--- config.mk ---
export PLATFORM = sky130hd
export DESIGN_NAME = udma_uart_rx_deframer
export DESIGN_NICKNAME = d
export VERILOG_FILES = /design/src/rtl/udma_uart_rx_deframer.sv
export SDC_FILE = /design/constraint.sdc
export NUM_CORES = 1
export LEC_CHECK = 0
export CAP_MARGIN = 20
export CORE_ASPECT_RATIO = 0.6
export CORE_MARGIN = 5
export CORE_UTILIZATION = 50
export CTS_BUF_LIST = sky130_fd_sc_hd__clkbuf_8 sky130_fd_sc_hd__clkbuf_16
export DETAILED_ROUTE_END_ITERATION = 10
export PLACE_DENSITY_LB_ADDON = 0.2
export SLEW_MARGIN = 20
export SYNTH_ARGS = -nofsm -noshare
export SYNTH_HDL_FRONTEND = slang
export SYNTH_SLANG_ARGS = --single-unit
--- constraint.sdc ---
create_clock -name clk_i -period 2.3 [get_ports clk_i]
set_clock_uncertainty 0.1 [all_clocks]
set_input_delay 0.23 -clock clk_i [delete_from_list [all_inputs] [get_ports clk_i]]
set_output_delay 0.23 -clock clk_i [all_outputs]
set_load 0.005 [all_outputs]
--- src/rtl/udma_uart_rx_deframer.sv ---
// UART receive deframer: synchronises rx_i, strips start/parity/stop and hands
// characters to a valid/ready holding register. Optional: UDMA_UART_RX_MAJORITY_EN.
module udma_uart_rx_deframer #(
   parameter int DIV_WIDTH = 16
) (
   input  logic                 clk_i,
   input  logic                 rst_i,
   input  logic                 rx_i,
   input  logic                 cfg_en_i,
   input  logic [DIV_WIDTH-1:0] cfg_div_i,
   input  logic                 cfg_parity_en_i,
   input  logic [1:0]           cfg_bits_i,
   input  logic                 cfg_stop_bits_i,
   output logic                 busy_o,
   output logic                 err_parity_o,
   output logic                 err_overflow_o,
   output logic                 char_event_o,
   output logic [7:0]           rx_data_o,
   output logic                 rx_valid_o,
   input  logic                 rx_ready_i
);

   typedef enum logic [2:0] {
      ST_IDLE,
      ST_START,
      ST_DATA,
      ST_PARITY,
      ST_STOP
   } state_t;

   localparam logic [DIV_WIDTH-1:0] ONE = {{(DIV_WIDTH-1){1'b0}}, 1'b1};

   logic                 r_rx_meta;
   logic                 r_rxs;
   state_t               r_state;
   logic [DIV_WIDTH-1:0] r_cnt;
   logic                 r_armed;
   logic [7:0]           r_shift;
   logic [2:0]           r_bit_idx;
   logic                 r_stop_idx;
   logic                 r_par;
   logic                 r_par_err;
   logic [7:0]           r_rx_data;
   logic                 r_rx_valid;
   logic                 r_char_event;
   logic                 r_err_parity;
   logic                 r_err_overflow;

   logic [DIV_WIDTH-1:0] w_mid;
   logic                 w_sample_pt;
   logic                 w_bit;
   logic [2:0]           w_last_idx;
   logic                 w_complete;

   always_ff @(posedge clk_i or posedge rst_i) begin
      if (rst_i) begin
         r_rx_meta <= 1'b1;
         r_rxs     <= 1'b1;
      end else begin
         r_rx_meta <= rx_i;
         r_rxs     <= r_rx_meta;
      end
   end

   assign w_mid      = cfg_div_i >> 1;
   assign w_last_idx = {1'b0, cfg_bits_i} + 3'd4;

`ifdef UDMA_UART_RX_MAJORITY_EN
   logic r_maj_a;
   logic r_maj_b;

   // Capture the two earlier votes; the third is the live line at mid+1.
   always_ff @(posedge clk_i or posedge rst_i) begin
      if (rst_i) begin
         r_maj_a <= 1'b1;
         r_maj_b <= 1'b1;
      end else begin
         if (r_cnt == w_mid - ONE) r_maj_a <= r_rxs;
         if (r_cnt == w_mid)       r_maj_b <= r_rxs;
      end
   end

   assign w_sample_pt = (r_cnt == w_mid + ONE);
   assign w_bit       = (r_maj_a & r_maj_b) | (r_maj_a & r_rxs) | (r_maj_b & r_rxs);
`else
   assign w_sample_pt = (r_cnt == w_mid);
   assign w_bit       = r_rxs;
`endif

   assign w_complete = cfg_en_i && (r_state == ST_STOP) && w_sample_pt && w_bit &&
                       (r_stop_idx == cfg_stop_bits_i);

   always_ff @(posedge clk_i or posedge rst_i) begin
      if (rst_i) begin
         r_state        <= ST_IDLE;
         r_cnt          <= '0;
         r_armed        <= 1'b0;
         r_shift        <= 8'h00;
         r_bit_idx      <= 3'd0;
         r_stop_idx     <= 1'b0;
         r_par          <= 1'b0;
         r_par_err      <= 1'b0;
         r_rx_data      <= 8'h00;
         r_rx_valid     <= 1'b0;
         r_char_event   <= 1'b0;
         r_err_parity   <= 1'b0;
         r_err_overflow <= 1'b0;
      end else begin
         r_char_event   <= 1'b0;
         r_err_parity   <= 1'b0;
         r_err_overflow <= 1'b0;

         // A completion may load in the same cycle the old character leaves.
         if (w_complete) begin
            if (!r_rx_valid || rx_ready_i) begin
               r_rx_data    <= r_shift;
               r_rx_valid   <= 1'b1;
               r_char_event <= 1'b1;
            end else begin
               r_err_overflow <= 1'b1;
            end
            r_err_parity <= r_par_err;
         end else if (r_rx_valid && rx_ready_i) begin
            r_rx_valid <= 1'b0;
         end

         if (r_state != ST_IDLE) begin
            r_cnt <= (r_cnt == cfg_div_i) ? '0 : r_cnt + ONE;
         end

         if (!cfg_en_i) begin
            r_state <= ST_IDLE;
            r_armed <= 1'b0;
         end else begin
            case (r_state)
               ST_IDLE: begin
                  // Armed only after the line has been seen high.
                  if (r_armed && !r_rxs) begin
                     r_state <= ST_START;
                     r_cnt   <= '0;
                     r_armed <= 1'b0;
                  end else begin
                     r_armed <= r_rxs;
                  end
               end
               ST_START: begin
                  if (w_sample_pt) begin
                     if (!w_bit) begin
                        r_state   <= ST_DATA;
                        r_bit_idx <= 3'd0;
                        r_shift   <= 8'h00;
                        r_par     <= 1'b0;
                        r_par_err <= 1'b0;
                     end else begin
                        r_state <= ST_IDLE;
                     end
                  end
               end
               ST_DATA: begin
                  if (w_sample_pt) begin
                     r_shift[r_bit_idx] <= w_bit;
                     r_par              <= r_par ^ w_bit;
                     if (r_bit_idx == w_last_idx) begin
                        r_state    <= cfg_parity_en_i ? ST_PARITY : ST_STOP;
                        r_stop_idx <= 1'b0;
                     end else begin
                        r_bit_idx <= r_bit_idx + 3'd1;
                     end
                  end
               end
               ST_PARITY: begin
                  if (w_sample_pt) begin
                     r_par_err <= r_par ^ w_bit;
                     r_state   <= ST_STOP;
                  end
               end
               ST_STOP: begin
                  if (w_sample_pt) begin
                     if (!w_bit || (r_stop_idx == cfg_stop_bits_i)) begin
                        r_state <= ST_IDLE;
                     end else begin
                        r_stop_idx <= 1'b1;
                     end
                  end
               end
               default: r_state <= ST_IDLE;
            endcase
         end
      end
   end

   assign busy_o         = (r_state != ST_IDLE);
   assign err_parity_o   = r_err_parity;
   assign err_overflow_o = r_err_overflow;
   assign char_event_o   = r_char_event;
   assign rx_data_o      = r_rx_data;
   assign rx_valid_o     = r_rx_valid;

endmodule

After elaboration in Yosys (flattened, before gate mapping):

Index checks and enable logic that the tools add are counted.

* bitwise operators: 1
* reduce and logical (&&, ||, !) cells: 24
* shift operators: 0
* mux-type cells: 49
* add/sub/neg operators: 3
* multipliers: 0
* equality and inequality tests: 25
* divide/modulo/power cells: 0
* magnitude comparators: 2

Operator list (number)
* $mux W16: 5
* $mux W3: 13
* $mux W8: 3
* $mux W1: 19
* $ne A3 B3 Y1 const B: 6
* $add A16 B1 Y16 const B: 1
* $eq A16 B15 Y1: 1
* $eq A16 B16 Y1: 1
* $ne A2 B2 Y1 const B: 8
* $pmux W8 S2: 1
* $pmux W3 S5: 1
* $reduce_and A6 Y1: 2
* $reduce_and A5 Y1: 2
* $bwmux W8: 1
* $reduce_bool A2 Y1: 4
* $logic_and A1 B1 Y1: 7
* $reduce_and A7 Y1: 1
* $eq A3 B2 Y1 const B: 2
* $pmux W1 S2: 3
* $pmux W3 S2: 1
* $lt A3 B4 Y1 const B: 1
* $ne A2 B1 Y1 const B: 2
* $reduce_and A2 Y1: 2
* $add A2 B3 Y3 const B: 1
* 14 further kinds: 16

* register bits: 48
* bits in read-only memories: 0
* memories kept: 0
* logic and storage cells: 119
* input bits: 25
* memory bits (writable): 0
* latch bits: 0

Logic depth before layout (Yosys ltp):

Gate-level depths: netlist (run 1).

* word-level depth: 7
* depth in mapped cells: 7
* mapped depth without buffers: 6

Worst setup path after synthesis (run 1):

Ideal clock, no wire load.

* kind: reg2reg
* from: register r_cnt[13]
* to: register r_rx_data[0], in the netlist rx_data_o[0]
* setup slack: 0.206 ns
* library setup time: 0.125 ns
* data required time: 2.075 ns
* data arrival time: 1.869 ns
* cell stages (with the launch flop): 8
* period minus slack after synthesis: 2.094 ns
* path buffers: 2
* cells stage by stage: dfrtp_1 -> buf_6 -> xor2_1 -> nor4_2 -> nand4_2 -> nor3b_1 -> buf_2 -> mux2_2

* cells in the longest elaborated chain, start to end: 5

Ends and longest elaborated chain
* start, declared: line 36 `logic [DIV_WIDTH-1:0] r_cnt;`
* start signal, assigned: line 128 `r_cnt <= (r_cnt == cfg_div_i) ? '0 : r_cnt + ONE;`
* $eq A16 B15 Y1: line 86 `assign w_sample_pt = (r_cnt == w_mid);`
* $logic_and A1 B1 Y1 (3 in series): line 90 `assign w_complete = cfg_en_i && (r_state == ST_STOP) && w_sample_pt && w_bit &&`
* $reduce_and A2 Y1 (no line)
* end signal, assigned: line 116 `r_rx_data <= r_shift;`
* end, declared: line 43 `logic [7:0] r_rx_data;`

Every way passes these cells.
A chain may end at the register's enable or synchronous reset.

Final worst setup path (run 1):

* from: register r_cnt[12]
* to: register r_shift[0]

* cells in the longest elaborated chain, start to end: 3

Ends and longest elaborated chain
* $eq A16 B15 Y1 *: line 86
* $ne A2 B2 Y1 (no line)
* $reduce_and A5 Y1 (no line) *
* end signal, assigned by index: line 161 `r_shift[r_bit_idx] <= w_bit;`
* end, declared: line 38 `logic [7:0] r_shift;`

Every way passes the cells marked *; elsewhere a longest branch is shown, timed or not.

==> results of run 1 <==
## power by group through the flow
stage | Clock, mW | Combinational (mW) | Sequential [mW]
2_1_floorplan | 0 | 0.637 | 1.10
3_3_place_gp | 0 | 0.909 | 1.14
3_5_place_dp | 0 | 0.931 | 1.15
4_1_cts | 0.555 | 0.935 | 1.13
5_1_grt | 0.595 | 1.05 | 1.16
6_report | 0.538 | 0.941 | 1.14
## layout make-up
class                   count  area (um2)  area share (%)
clock buffers               6        82.6            2.31
multi-input cells         217        1450            40.4
clock inverters             2        13.8           0.385
inverters                   8        30.0           0.839
well taps                  69        86.3            2.41
repair buffers             81         713            19.9
flip-flops and latches     48        1200            33.7
## stage by stage
step	area (um2)	power (mW)	hold WS (ns)
after floorplan	2780	1.73	0.134
after global placement	3470	2.05	0.248
after detailed placement	3470	2.08	0.252
after CTS	3570	2.62	0.181
after global routing	3580	2.80	0.215
final	3580	2.62	0.164
## metal layers
metal,share of wire (%),GRT usage [%]
met5,0,0
met4,0.97,5.01
met3,7.9,5.06
met2,38,27.2
met1,53,32.3
## synthesized netlist by cell type (all sizes together)
library cell	n	area, um2
nor4	10	81.3
nor2b	3	18.8
nand4	6	43.8
or3b	1	8.76
nand2	26	97.6
or2	3	18.8
nand3	16	80.1
and3	2	12.5
nor2	19	71.3
inv	8	30.0
o22ai	1	6.26
or4b	2	20.0
o41ai	4	35.0
nor3b	2	15.0
xor2	44	385
a21oi	5	25.0
nor4b	2	17.5
a31oi	2	12.5
nor3	5	25.0
ha	2	25.0
xnor2	4	35.0
or4	2	18.8
o211ai	1	7.51
nand2b	5	31.3
mux2	9	101
o311a	1	10.0
o21ai	29	145
o31ai	4	30.0
and3b	1	8.76
dfstp	2	52.6
a32o	2	20.0
dfrtp	46	1150
o21a	2	15.0
mux2i	1	10.0
clkbuf	10	37.5
and4	1	8.76
buf	10	68.8
## cell families (layout without fill, tap and decap cells)
logic type               count (synthesis)  count (layout)  synth area share (%)
AND/OR/NAND/NOR                        106             106                  20.8
AO/OA/AOI/OAI                           51              51                  11.0
XOR/XNOR                                48              48                  15.1
flip-flops                              48              48                  43.3
buffers and inverters                   28              97                  4.90
multiplexers                            10              10                  4.00
adder cells (fa/ha/maj)                  2               2                 0.900
## path summary, 6_finish.rpt
check / slack [ns] / to / startpoint / depth (start not counted)
max reg2reg: 0.11 / r_shift[0] / r_cnt[12] / 6
min reg2reg: 0.26 / r_rxs / r_rx_meta / 0
max: 0.11 / r_shift[0] / r_cnt[12] / 6
max in group asynchronous: 1.34 / r_rx_meta / rst_i / 3
min: 0.16 / rx_data_o[5] / rst_i / 2
min in group clk_i: 0.23 / r_rx_meta / rx_i / 1
## sequential cells by signal (all words and copies together) (netlist names)
signal,flops
r_cnt,16
r_shift,8
rx_data_o,8
r_bit_idx,3
r_state,3
char_event_o,1
err_overflow_o,1
err_parity_o,1
r_armed,1
r_par,1
r_par_err,1
r_rx_meta,1
r_rxs,1
r_stop_idx,1
rx_valid_o,1
## worst max-delay path: cells and delay by family, from the launching register on
family | cells | cell delay [ns]
buffers and inverters | 1 | 0.20
DFF | 1 | 0.45
xor gates and xnor gates | 1 | 0.19
AOI/OAI and AO/OA | 1 | 0.15
and+or+nand+nor | 3 | 1.04
## what timing repair did
item | in CTS | in global routing
gates resized for setup | 0 | 2
hold buffers | 0 | 0
endpoints found under the setup margin | 0 | 10
==> impl_metrics.py, run 1 <==
metrics = {
    "run_status": {
        "status": "finished, final reports clean",
    },
    "timing": {
        "hold_viol_final": 0,
        "final.setup.worst_slack_ns": 0.111,
        "slew_headroom_pct": 66.6,
        "fin_crit_sh_pct": 95.2,
        "finalSetupTns_ns": 0,
        "worst_slew_pin_slew_ns": 0.501,
        "fmax_mhz": 457,
        "min_period_ns": 2.19,
        "rsz0062_at_grt": "false",
        "setup_viol": 0,
        "drv_slew": 0,
    },
    "worst_setup_path": {
        "endpoint_kind": "register",
        "critPathLaunchType": "register",
        "cp_max_fo": 5,
        "crit_path_max_incr_delay_ns": 0.50,
        "required_ns": 2.44,
        "crit_chain": "xor2_1, nor4_2, nand4_2, buf_4, or4_4, o21ai_0",
        "worstSetupPathType": "reg2reg",
        "critical_path_arrival_ns": 2.32,
        "crit_slowest_cell": "or4_4",
    },
    "power": {
        "p_leak_nw": 1.62,
        "p_comb_share_pct": 36.0,
        "switching_share_pct": 36.1,
        "power.switching_uw": 944,
        "pwr-share-seq_pct": 43.5,
        "peakVddDrop_v": 0.000475,
        "clockPowerShare_pct": 20.6,
        "pwr_density_cell_nw_per_um2": 731,
        "p_int_mw": 1.67,
    },
    "grt": {
        "grt_pass1_wl_mm": 11.3,
        "grt_use_total_pct": 20.5,
        "antenna_found_initial": 0,
        "first_global_vias": 2200,
        "grt_max_degree": 26,
        "overflow": 0,
    },
    "floorplan": {
        "die-area_um2": 7200,
        "start_util_pct": 50.6,
        "rows": 21,
        "io-pin-count": 38,
        "core_um2": 5490,
        "fp.dieW_um": 106,
        "die_h_um": 67.8,
    },
    "finish": {
        "post_route_cells_drive_above_1_share_pct": 21.0,
        "nFillCells": 451,
        "final_common_cell": "dfrtp_1",
        "instances_no_fill": 431,
        "post-route-util_pct": 65.1,
        "insertedDiodeCount": 0,
        "area_growth_pct": 28.6,
        "final_cell_mix": "dfrtp_1 (45), xor2_1 (44), buf_4 (43)",
        "layout.nets": 388,
    },
    "place": {
        "portBuffers": 37,
        "globalplace.congestion": 0.958,
        "place_ws_ns": -0.155,
        "hpwl_mm": 5.31,
        "placed_cells": 423,
    },
    "drt": {
        "via_per_inst": 5.48,
        "wire_per_inst_um": 15.9,
        "drt_iter0_drc": 203,
        "wl_mm": 6.84,
        "remaining_drc_errors": 0,
        "num_vias": 2364,
        "drtAntennaViolNets": 0,
        "firstDrtPassIters": 4,
    },
    "synth": {
        "ys_warn_count": 0,
        "ys_ff_latch": 48,
        "yosysUniqueCellTypes": 45,
        "synth_nets": 320,
        "syn_area_um2": 2780,
        "synthCells": 293,
        "avgSynthCellArea_um2": 9.49,
        "synth-seq-area-share_pct": 43.3,
    },
    "cts": {
        "cts_made_buffers": 5,
        "clockBufferDepth": 2,
        "insertion_delay_ns": 0.30,
        "postCtsSetupRepairBufs": 0,
        "clockRootBuffer": "clkbuf_8",
        "cts_sinks": 48,
        "cts_tree": "built",
        "ctsHtreeMaxLevel": 2,
        "clk_pin_slew_ns": 0.10,
    },
    "flow_run": {
        "max_cap_viol_count": 0,
    },
    "hold_path": {
        "min_path_type": "in2async",
    },
}
Note: power is estimated with default switching activity, not from simulation.
==> inputs of run 2 (changes only) <==
--- a/config.mk
+++ b/config.mk
@@ -7,7 +7,6 @@
 export LEC_CHECK = 0
 export CAP_MARGIN = 20
 export CORE_ASPECT_RATIO = 0.6
-export CORE_MARGIN = 5
 export CORE_UTILIZATION = 50
 export CTS_BUF_LIST = sky130_fd_sc_hd__clkbuf_8 sky130_fd_sc_hd__clkbuf_16
 export DETAILED_ROUTE_END_ITERATION = 10
==> impl_metrics.py, run 2 (synthesis gave the netlist of run 1 again) <==
metrics = {
    "run_status": {
        "status": "finished, final reports clean",
    },
    "timing": {
        "rsz0062_at_grt": "true",
        "fin_crit_sh_pct": 96.5,
        "fmax_mhz": 451,
        "min_period_ns": 2.22,
        "hold_viol_final": 0,
        "worst_slew_pin_slew_ns": 0.607,
        "setup_viol": 0,
        "drv_slew": 0,
        "slew_headroom_pct": 59.5,
    },
    "cts": {
        "clockRootBuffer": "clkbuf_8",
        "insertion_delay_ns": 0.29,
        "cts_sinks": 48,
        "clk_pin_slew_ns": 0.09,
        "cts_made_buffers": 5,
        "ctsHtreeMaxLevel": 2,
        "cts_tree": "built",
        "clockBufferDepth": 2,
    },
    "drt": {
        "num_vias": 2389,
        "via_per_inst": 5.62,
        "firstDrtPassIters": 6,
        "remaining_drc_errors": 0,
        "wl_mm": 6.64,
        "wire_per_inst_um": 15.6,
        "drtAntennaViolNets": 0,
        "drt_iter0_drc": 188,
    },
    "worst_setup_path": {
        "critical_path_arrival_ns": 2.30,
        "worstSetupPathType": "reg2reg",
        "critPathLaunchType": "register",
        "endpoint_kind": "register",
        "reg2reg_to": "r_shift[5]",
        "required_ns": 2.38,
        "cp-endpoint": "r_shift[5]",
        "crit_path_start": "r_cnt[5]",
        "r2r_start": "r_cnt[5]",
        "r2r_setup_slack_ns": 0.08,
        "cp_max_fo": 8,
        "r2r_cells": 6,
    },
    "grt": {
        "grt_pass1_wl_mm": 11.0,
        "grt_max_degree": 49,
        "grt_use_total_pct": 24.6,
        "overflow": 0,
        "antenna_found_initial": 0,
        "first_global_vias": 2160,
    },
    "finish": {
        "post_route_cells_drive_above_1_share_pct": 20.3,
        "largest_reg_flops": 16,
        "insertedDiodeCount": 0,
        "area_growth_pct": 27.6,
        "final_cell_mix": "dfrtp_1 (46), xor2_1 (44), buf_4 (42)",
        "final_common_cell": "dfrtp_1",
        "instances_no_fill": 425,
        "largest-register": "r_cnt",
        "nFillCells": 416,
        "layout.nets": 386,
    },
    "floorplan": {
        "rows": 20,
        "io-pin-count": 38,
        "fp.dieW_um": 98.3,
        "die-area_um2": 5880,
        "core_um2": 5200,
        "die_h_um": 59.8,
        "start_util_pct": 53.4,
    },
    "place": {
        "globalplace.congestion": 0.932,
        "placed_cells": 418,
        "hpwl_mm": 5.12,
        "portBuffers": 37,
    },
    "power": {
        "pwr_density_cell_nw_per_um2": 731,
        "p_leak_nw": 1.61,
        "peakVddDrop_v": 0.000479,
        "finalPower_mw": 2.59,
    },
    "hold_path": {
        "min_path_type": "in2reg",
    },
    "flow_run": {
        "max_cap_viol_count": 0,
    },
}
==> run 2: cell type report <==
type / count / area, um2 / area share, %
Clock inverter: 1 / 8.76 / 0.247
Multi-Input combinational cell: 217 / 1460 / 41.0
Clock buffer: 6 / 82.6 / 2.33
Sequential cell: 48 / 1200 / 33.9
Inverter: 8 / 30.0 / 0.846
Timing Repair Buffer: 79 / 686 / 19.3
Tap cell: 66 / 82.6 / 2.33
==> run 2: layer usage <==
| metal | GRT usage (%) | wire [um] |
|---|---|---|
| met4 | 3.20 | 27 |
| met3 | 4.44 | 490 |
| met5 | 0 | 0 |
| met1 | 40.5 | 3590 |
| met2 | 33.5 | 2530 |
==> run 2: report_power, final <==
part	total (mW)	switching [mW]	leakage [nW]	internal, mW
Sequential	1.14	0.170	0.644	0.974
Combinational	0.931	0.484	0.918	0.447
Clock	0.517	0.277	0.0473	0.240
Total	2.59	0.931	1.61	1.66
==> run 2: how the worst min path moves through the flow <==
| stage | from | end | slack (ns) | depth (start not counted) |
|---|---|---|---|---|
| global route | rx_i | r_rx_meta | 0.22 | 1 |
| floorplan | rx_i | r_rx_meta | 0.13 | 0 |
| CTS | rx_i | r_rx_meta | 0.23 | 1 |
| detailed placement | r_rx_meta | r_rxs | 0.25 | 0 |
| global placement | r_rx_meta | r_rxs | 0.25 | 0 |
| finish | rx_i | r_rx_meta | 0.23 | 1 |
==> run 2: timing repair <==
action / in CTS / in global routing
pin swaps: 0 / 1
setup buffers: 0 / 0
setup endpoints to repair: 1 / 4
hold buffers: 0 / 0
resized for setup: 2 / 1
==> run 2: per-stage QoR <==
step	setup WS (ns)	instance area, um2	utilization [%]	setup TNS, ns	hold slack, ns
after floorplan	0.206	2780	-	0	0.134
after CTS	0.0449	3540	68.1	0	0.227
final	0.0810	3550	68.2	0	0.231
after global routing	-0.00196	3550	68.2	-0.00260	0.224
after detailed placement	-0.220	3440	66.2	-1.78	0.247
after global placement	-0.124	3440	66.2	-1.16	0.246
==> run 2: worst max-delay path, cell delays in order (launching register included) <==
cell and delay (ns):
dfrtp_1 0.42, xor2_1 0.19, nor4_2 0.35, nand4_2 0.16, buf_4 0.19, or2_1 0.31
o41ai_1 0.38
==> inputs of run 3 (changes only) <==
--- a/config.mk
+++ b/config.mk
@@ -5,9 +5,9 @@
 export SDC_FILE = /design/constraint.sdc
 export NUM_CORES = 1
 export LEC_CHECK = 0
-export CAP_MARGIN = 20
+export CAP_MARGIN = 10
 export CORE_ASPECT_RATIO = 0.6
-export CORE_UTILIZATION = 50
+export CORE_UTILIZATION = 55
 export CTS_BUF_LIST = sky130_fd_sc_hd__clkbuf_8 sky130_fd_sc_hd__clkbuf_16
 export DETAILED_ROUTE_END_ITERATION = 10
 export PLACE_DENSITY_LB_ADDON = 0.2
==> constraint.sdc (replaced) <==
create_clock -name clk_i -period 2.88 [get_ports clk_i]
set_clock_uncertainty 0.1 [all_clocks]
set_input_delay 0.288 -clock clk_i [delete_from_list [all_inputs] [get_ports clk_i]]
set_output_delay 0.288 -clock clk_i [all_outputs]
set_load 0.005 [all_outputs]
==> impl_metrics.py, run 3 (synthesis gave the netlist of run 1 again) <==
metrics = {
    "worst_setup_path": {
        "cp_num_buf_inv": 1,
        "crit_path_max_incr_delay_ns": 0.54,
        "endpoint_kind": "register",
        "worstSetupPathType": "reg2reg",
        "critical_path_arrival_ns": 2.45,
        "critPathLaunchType": "register",
        "cpLargestDelayFamily": "simple AND/OR/NAND/NOR gates",
        "crit_chain": "nand2b_1, or4_1, nor3b_1, buf_4, mux2_2",
        "cp_max_fo": 13,
        "crit_slowest_cell": "or4_1",
        "required_ns": 2.97,
    },
    "floorplan": {
        "start_util_pct": 59.1,
        "die_h_um": 57.1,
        "rows": 19,
        "io-pin-count": 38,
        "core_um2": 4710,
        "die-area_um2": 5350,
        "fp.dieW_um": 93.8,
    },
    "finish": {
        "largest_reg_flops": 16,
        "stdcell_area_um2": 3330,
        "final_common_cell": "dfrtp_1",
        "nFillCells": 373,
        "final_cell_mix": "dfrtp_1 (46), xor2_1 (44), clkdlybuf4s50_1 (37)",
        "layout.nets": 356,
        "area_growth_pct": 19.7,
        "largest-register": "r_cnt",
        "instances_no_fill": 393,
        "insertedDiodeCount": 0,
        "post_route_cells_drive_above_1_share_pct": 12.7,
    },
    "flow_run": {
        "max_cap_viol_count": 0,
    },
    "cts": {
        "insertion_delay_ns": 0.30,
        "cts_made_buffers": 5,
        "postCtsSetupRepairBufs": 0,
        "clk_pin_slew_ns": 0.09,
        "cts-hold-fix-buffers": 0,
        "ctsHtreeMaxLevel": 2,
        "cts_sinks": 48,
        "clockBufferDepth": 2,
        "cts_tree": "built",
        "cts_resized": 0,
        "clockRootBuffer": "clkbuf_8",
    },
    "timing": {
        "worst_slew_pin_slew_ns": 0.555,
        "fin_crit_sh_pct": 82.1,
        "setup_viol": 0,
        "slew_headroom_pct": 62.9,
        "drv_slew": 0,
        "hold_ws_ns": 0.262,
        "finalSetupTns_ns": 0,
        "fmax_mhz": 423,
        "final.setup.worst_slack_ns": 0.516,
        "rsz0062_at_grt": "false",
        "min_period_ns": 2.36,
        "hold_viol_final": 0,
    },
    "drt": {
        "wire_per_inst_um": 15.6,
        "num_vias": 2271,
        "firstDrtPassIters": 5,
        "drt_iter0_drc": 172,
        "drtAntennaViolNets": 0,
        "remaining_drc_errors": 0,
        "via_per_inst": 5.78,
        "wl_mm": 6.15,
    },
    "grt": {
        "first_global_vias": 2166,
        "grt_max_degree": 27,
        "antenna_found_initial": 0,
        "grt_pass1_wl_mm": 10.7,
        "grt_use_total_pct": 25.7,
        "overflow": 0,
    },
    "power": {
        "switching_share_pct": 35.3,
        "peakVddDrop_v": 0.000584,
        "p_comb_share_pct": 26.1,
        "power.switching_uw": 710,
        "p_leak_nw": 1.46,
        "p_int_mw": 1.30,
        "pwr_density_cell_nw_per_um2": 604,
        "clockPowerShare_pct": 24.5,
        "pwr-share-seq_pct": 49.4,
    },
    "run_status": {
        "status": "finished, final reports clean",
    },
    "hold_path": {
        "min_path_type": "reg2reg",
    },
    "place": {
        "hpwl_mm": 4.59,
        "placed_area_um2": 3210,
        "place_ws_ns": 0.327,
        "portBuffers": 37,
        "placed_cells": 385,
        "globalplace.congestion": 0.931,
    },
}
## run 3: through the flow
step / utilization, % / total power [mW]
CTS: 70.7 / 2.02
detailed placement: 68.3 / 1.52
global route: 70.7 / 2.14
finish: 70.7 / 2.01
global placement: 68.3 / 1.50
floorplan: - / 1.38
## run 3: power groups by stage
stage	Combinational (mW)	Sequential, mW	Clock [mW]
5_1_grt	0.591	1.01	0.536
6_report	0.525	0.994	0.492
3_3_place_gp	0.508	0.993	0
4_1_cts	0.526	0.987	0.507
3_5_place_dp	0.518	0.999	0
2_1_floorplan	0.508	0.875	0
## run 3: per-layer routing
layer,vias to the layer above,wire (um),global-route usage (%)
met4,0,16,3.96
met5,-,0,0
met1,1087,3100,42.0
met2,90,2600,35.5
li1,1092,-,-
met3,2,439,4.93
## run 3: worst paths after layout
path,start,to,slack (ns),depth (start not counted)
setup / recovery,r_state[1],rx_data_o[5],0.52,5
hold / removal,r_rx_meta,r_rxs,0.26,0
setup reg to reg,r_state[1],rx_data_o[5],0.52,5
hold reg to reg,r_rx_meta,r_rxs,0.26,0
max in group asynchronous,rst_i,r_rxs,1.72,3
min in group asynchronous,rst_i,r_shift[4],0.27,2
## run 3: cell type report
| cell class | count | area [um2] | share of cell area [%] |
|---|---|---|---|
| Multi-Input combinational cell | 217 | 1440 | 43.3 |
| Clock inverter | 3 | 46.3 | 1.39 |
| Clock buffer | 5 | 68.8 | 2.07 |
| Timing Repair Buffer | 49 | 460 | 13.8 |
| Sequential cell | 48 | 1200 | 36.2 |
| Tap cell | 63 | 78.8 | 2.37 |
| Inverter | 8 | 30.0 | 0.902 |
